**src/rtl/block_modn_counter.sv**
```systemverilog
// block_modn_counter: modulo-MOD up/down counter advanced by a two-speed prescaler,
// with synchronous load, enable, and registered tick / terminal-count pulses.
module block_modn_counter #(
    parameter int MOD      = 20,
    parameter int W        = 5,
    parameter int DIV_FAST = 12_500_000,
    parameter int DIV_SLOW = 50_000_000
) (
    input  logic         clk_50M,
    input  logic         reset,
    input  logic         S0,
    input  logic         S1,
    input  logic         en,
    input  logic         load,
    input  logic [W-1:0] load_val,
    output logic [W-1:0] Output,
    output logic         tick,
    output logic         tc
);
    localparam int DIV_MAX = DIV_FAST > DIV_SLOW ? DIV_FAST : DIV_SLOW;
    localparam int PW = DIV_MAX > 1 ? $clog2(DIV_MAX) : 1;
    localparam logic [PW-1:0] FAST_TOP = PW'(DIV_FAST - 1);
    localparam logic [PW-1:0] SLOW_TOP = PW'(DIV_SLOW - 1);
    localparam logic [W-1:0]  MOD_TOP  = W'(MOD - 1);
    localparam logic [W:0]    MOD_EXT  = (W + 1)'(MOD);
    logic [PW-1:0] psc_q, psc_d, top;
    logic [W-1:0]  cnt_q, cnt_d;
    logic          s1_q, s1_d, tick_q, tick_d, tc_q, tc_d;
    logic          s1_chg, adv, wrap, over;
    always_comb begin
        top    = S1 ? FAST_TOP : SLOW_TOP;
        s1_chg = S1 != s1_q;
        adv    = en && !load && !s1_chg && psc_q >= top;
        wrap   = S0 ? cnt_q == '0 : cnt_q == MOD_TOP;
        over   = {1'b0, load_val} >= MOD_EXT;
        psc_d  = (load || (en && (s1_chg || adv))) ? '0 : en ? psc_q + 1'b1 : psc_q;
        s1_d   = en ? S1 : s1_q;
        // load wins over any advance; out-of-range loads saturate to MOD-1
        cnt_d  = load ? (over ? MOD_TOP : load_val)
               : !adv ? cnt_q
               : wrap ? (S0 ? MOD_TOP : '0)
               : S0   ? cnt_q - 1'b1 : cnt_q + 1'b1;
        tick_d = adv;
        tc_d   = adv && wrap;
    end
    always_ff @(posedge clk_50M) begin
        if (reset) begin
            psc_q  <= '0;
            cnt_q  <= '0;
            s1_q   <= S1;
            tick_q <= 1'b0;
            tc_q   <= 1'b0;
        end else begin
            psc_q  <= psc_d;
            cnt_q  <= cnt_d;
            s1_q   <= s1_d;
            tick_q <= tick_d;
            tc_q   <= tc_d;
        end
    end
    assign Output = cnt_q;
    assign tick   = tick_q;
    assign tc     = tc_q;
endmodule

```
**config.mk**
```make
export PLATFORM = sky130hd
export DESIGN_NAME = block_modn_counter
export DESIGN_NICKNAME = d
export VERILOG_FILES = /design/src/rtl/block_modn_counter.sv
export SDC_FILE = /design/constraint.sdc
export NUM_CORES = 1
export LEC_CHECK = 0
export ABC_AREA = 0
export BUFFER_PORTS_ARGS = -buffer_cell sky130_fd_sc_hd__buf_2
export CORE_ASPECT_RATIO = 1.4
export CORE_UTILIZATION = 55
export CTS_CLUSTER_SIZE = 8
export DETAILED_ROUTE_END_ITERATION = 7
export GPL_TIMING_DRIVEN = 0
export PLACE_DENSITY = 0.84
export SLEW_MARGIN = 0
export SYNTH_ARGS = -nofsm -noshare
export SYNTH_HDL_FRONTEND = slang
export SYNTH_SLANG_ARGS = --single-unit
```
**constraint.sdc**
```tcl
create_clock -name clk_50M -period 2.4 [get_ports clk_50M]
set_input_delay 0.12 -clock clk_50M [delete_from_list [all_inputs] [get_ports clk_50M]]
set_output_delay 0.12 -clock clk_50M [all_outputs]
set_load 0.01 [all_outputs]
```
==> flow_metrics.py <==
metrics = {
    "outcome": {
        "outcome": "completed",
    },
    "worst_setup_path": {
        "arrival_ns": 2.37,
        "cpLargestDelayFamily": "simple AND/OR/NAND/NOR gates",
        "cp.required_ns": 2.59,
        "crit_fanout": 5,
        "crit_buf_inv": 0,
        "critical_path_class": "reg2reg",
        "max_stage_delay_ns": 0.58,
        "crit_chain": "ha_1, nand4b_1, or4b_4, a31oi_4, nor3_1, o41ai_2",
        "slowest_stage": "or4b_4",
        "crit_path_end_kind": "flip-flop",
        "critPathLaunchType": "flip-flop",
    },
    "clock_tree": {
        "cts_buffers": 5,
        "post_cts_buffers": 0,
        "clk_latency_ns": 0.29,
        "clk_path_buf_depth": 2,
        "cts_hold_buf": 0,
        "cts.sinks": 34,
        "cts_resized": 0,
        "clock_tree.root_cell": "clkbuf_8",
        "path_clk_slew_ns": 0.07,
        "cts-htree-levels": 2,
        "tritoncts": "done",
    },
    "synth": {
        "synth_top_area_share_pct": 31.6,
        "synth_top_family_by_area": "simple AND/OR/NAND/NOR gates",
        "synth-seq-cells": 34,
        "synth_common_cells": "nor2_1, dfxtp_1, xnor2_1",
        "async_reset_ff_share_pct": 0,
        "netlist_area_um2": 2090,
        "synth_most_common_cell": "nor2_1",
        "synth_compound_area_share_pct": 11.0,
        "ys_warn_count": 0,
        "synth_edf_count": 1,
        "syn_avg_cell_area_um2": 9.00,
        "seq_area_frac_synth_pct": 33.1,
        "netlist_instances": 232,
        "yosys.area.top_type": "dfxtp_1",
        "yosys.area_share.simple_pct": 30.1,
        "synth_cell_type_count": 53,
        "synth_nets": 256,
        "ys_top_cells_by_area": "dfxtp_1, ha_1, xnor2_1",
        "synthAdderAreaFrac_pct": 8.15,
        "synth_top_flop_cell": "dfxtp_1",
        "synth_xor_area_share_pct": 12.6,
        "synth_mux_area_share_pct": 0.959,
    },
    "final_layout": {
        "fin_nets": 278,
        "design_area_um2": 2320,
        "diodes": 0,
        "drive_gt1_share_pct": 18.8,
        "fin_cells": 297,
        "n_fill_cell": 296,
        "syn2layout_area_growth_pct": 11.3,
    },
    "timing": {
        "fin_setup_tns_ns": 0,
        "grt_setup_unrepaired": "false",
        "timing.final.crit_share_pct": 91.1,
        "slew_violations": 0,
        "hold_violations": 0,
        "slew_headroom_pct": 62.0,
        "max_freq_mhz": 457,
        "setup_viol": 0,
        "setup_ws_ns": 0.214,
        "period_needed_ns": 2.19,
        "clock-skew-final_ns": 0.00586,
        "worstMarginPinSlew_ns": 0.567,
    },
    "placed_design": {
        "place_inst": 289,
        "place_congestion": 0.766,
        "port_buffers": 15,
        "dp.final_hpwl_mm": 3.12,
        "placed_area_um2": 2220,
        "place_ws_ns": 0.190,
    },
    "pwr": {
        "p_leak_nw": 0.897,
        "p_int_mw": 0.945,
        "switching_share_pct": 24.3,
        "power_frac_comb_pct": 11.5,
        "power_density_nw_per_um2": 537,
        "clockPowerShare_pct": 41.3,
        "seq_power_share_pct": 47.2,
        "p_switching_mw": 0.304,
        "peakVddDrop_mv": 0.447,
    },
    "route": {
        "drc": 0,
        "ant_nets": 0,
        "routed_wl_mm": 4.13,
        "drt_iter0_drc": 39,
        "first_pass_iters": 4,
        "num_vias": 1704,
        "wl_per_cell_um": 13.9,
        "drt-vias-per-instance": 5.74,
    },
    "die": {
        "die_h_um": 74.9,
        "die-area_um2": 4050,
        "ios": 18,
        "core_area_um2": 3640,
        "start_util_pct": 57.3,
        "rows": 26,
        "die_x_um": 54.1,
    },
    "grt": {
        "grt_overflow": 0,
        "first_global_vias": 1604,
        "antenna_found_initial": 0,
        "grt_usage_pct": 23.0,
        "grt_max_degree": 12,
        "grt_first_pass_wirelength_mm": 6.69,
    },
    "job": {
        "cap_violations": 0,
    },
    "worst_hold_path": {
        "hp-class": "in2reg",
    },
}
## path summary, 6_finish.rpt
| path | cells past startpoint | end | startpoint | slack (ns) |
|---|---|---|---|---|
| setup / recovery | 6 | Output[4] | psc_q[22] | 0.21 |
| hold / removal | 3 | psc_q[0] | en | 0.16 |
| setup reg to reg | 6 | Output[4] | psc_q[22] | 0.21 |
| hold reg to reg | 2 | Output[2] | Output[2] | 0.52 |
## kinds of logic after synthesis
| family | after synthesis |
|---|---|
| xor gates and xnor gates | 30 |
| adders and majority gates | 13 |
| muxes | 2 |
| DFF | 34 |
| buffers and inverters | 16 |
| and+or+nand+nor | 108 |
| AOI/OAI and AO/OA | 29 |
## per-stage QoR
stage               power [mW]  util [%]  hold WS [ns]
floorplan                0.701         -         0.219
global placement         0.740      60.8         0.440
detailed placement       0.746      60.8         0.465
CTS                       1.26      63.8         0.161
global route              1.30      63.8         0.176
finish                    1.25      63.8         0.162
## cell type report
cell class	instances	area, µm²	share of cell area (%)
clock inverters	3	40.0	1.72
clock buffers	5	68.8	2.96
plain buffers	7	53.8	2.31
flip-flops and latches	34	691	29.7
inverters	9	33.8	1.45
multi-input cells	182	1310	56.4
repair buffers	15	75.1	3.23
well taps	42	52.6	2.26
## worst register-to-register path, cell delays in order, from the launching register on
cell	delay [ns]
dfxtp_1	0.36
ha_1	0.29
nand4b_1	0.15
or4b_4	0.58
a31oi_4	0.23
nor3_1	0.13
o41ai_2	0.35
## metal layers
layer	vias up	global-route usage, %	part of all wire (%)
li1	861	-	-
met1	797	24.7	44
met2	37	40.2	50
met3	9	5.25	3.6
met4	0	13.4	2.6
met5	-	0	0
## layout by cell type, fill, tap and decap left out, drive strengths merged, types with 2 or more instances in the layout
cell type	synthesis	layout
a31oi	2	2
a21o	2	2
o21ai	4	4
nand4	15	15
nor2b	4	4
nor4	6	6
nand3	5	5
o31ai	3	3
inv	9	9
or3b	2	2
xor2	14	14
clkinv	0	2
mux2i	2	2
nor3b	2	2
nand2	15	15
or2	2	2
clkbuf	2	7
nor3	5	5
ha	12	12
nand4b	2	2
buf	5	20
a21oi	10	10
o211ai	2	2
nor2	39	39
and3	3	3
xnor2	16	16
dfxtp	33	33
## registers in the layout, indices dropped and copies added, names as in the netlist
| signal | cells |
|---|---|
| s1_q | 1 |
| tc | 1 |
| tick | 1 |
| psc_q | 26 |
| Output | 5 |
## power groups by stage
stage	clock [mW]	combinational [mW]	sequential [mW]
3_3_place_gp	0	0.139	0.601
3_5_place_dp	0	0.144	0.602
4_1_cts	0.530	0.145	0.589
5_1_grt	0.554	0.160	0.591
2_1_floorplan	0	0.0988	0.603
6_report	0.515	0.144	0.590
Note: power is estimated with default switching activity, not from simulation.
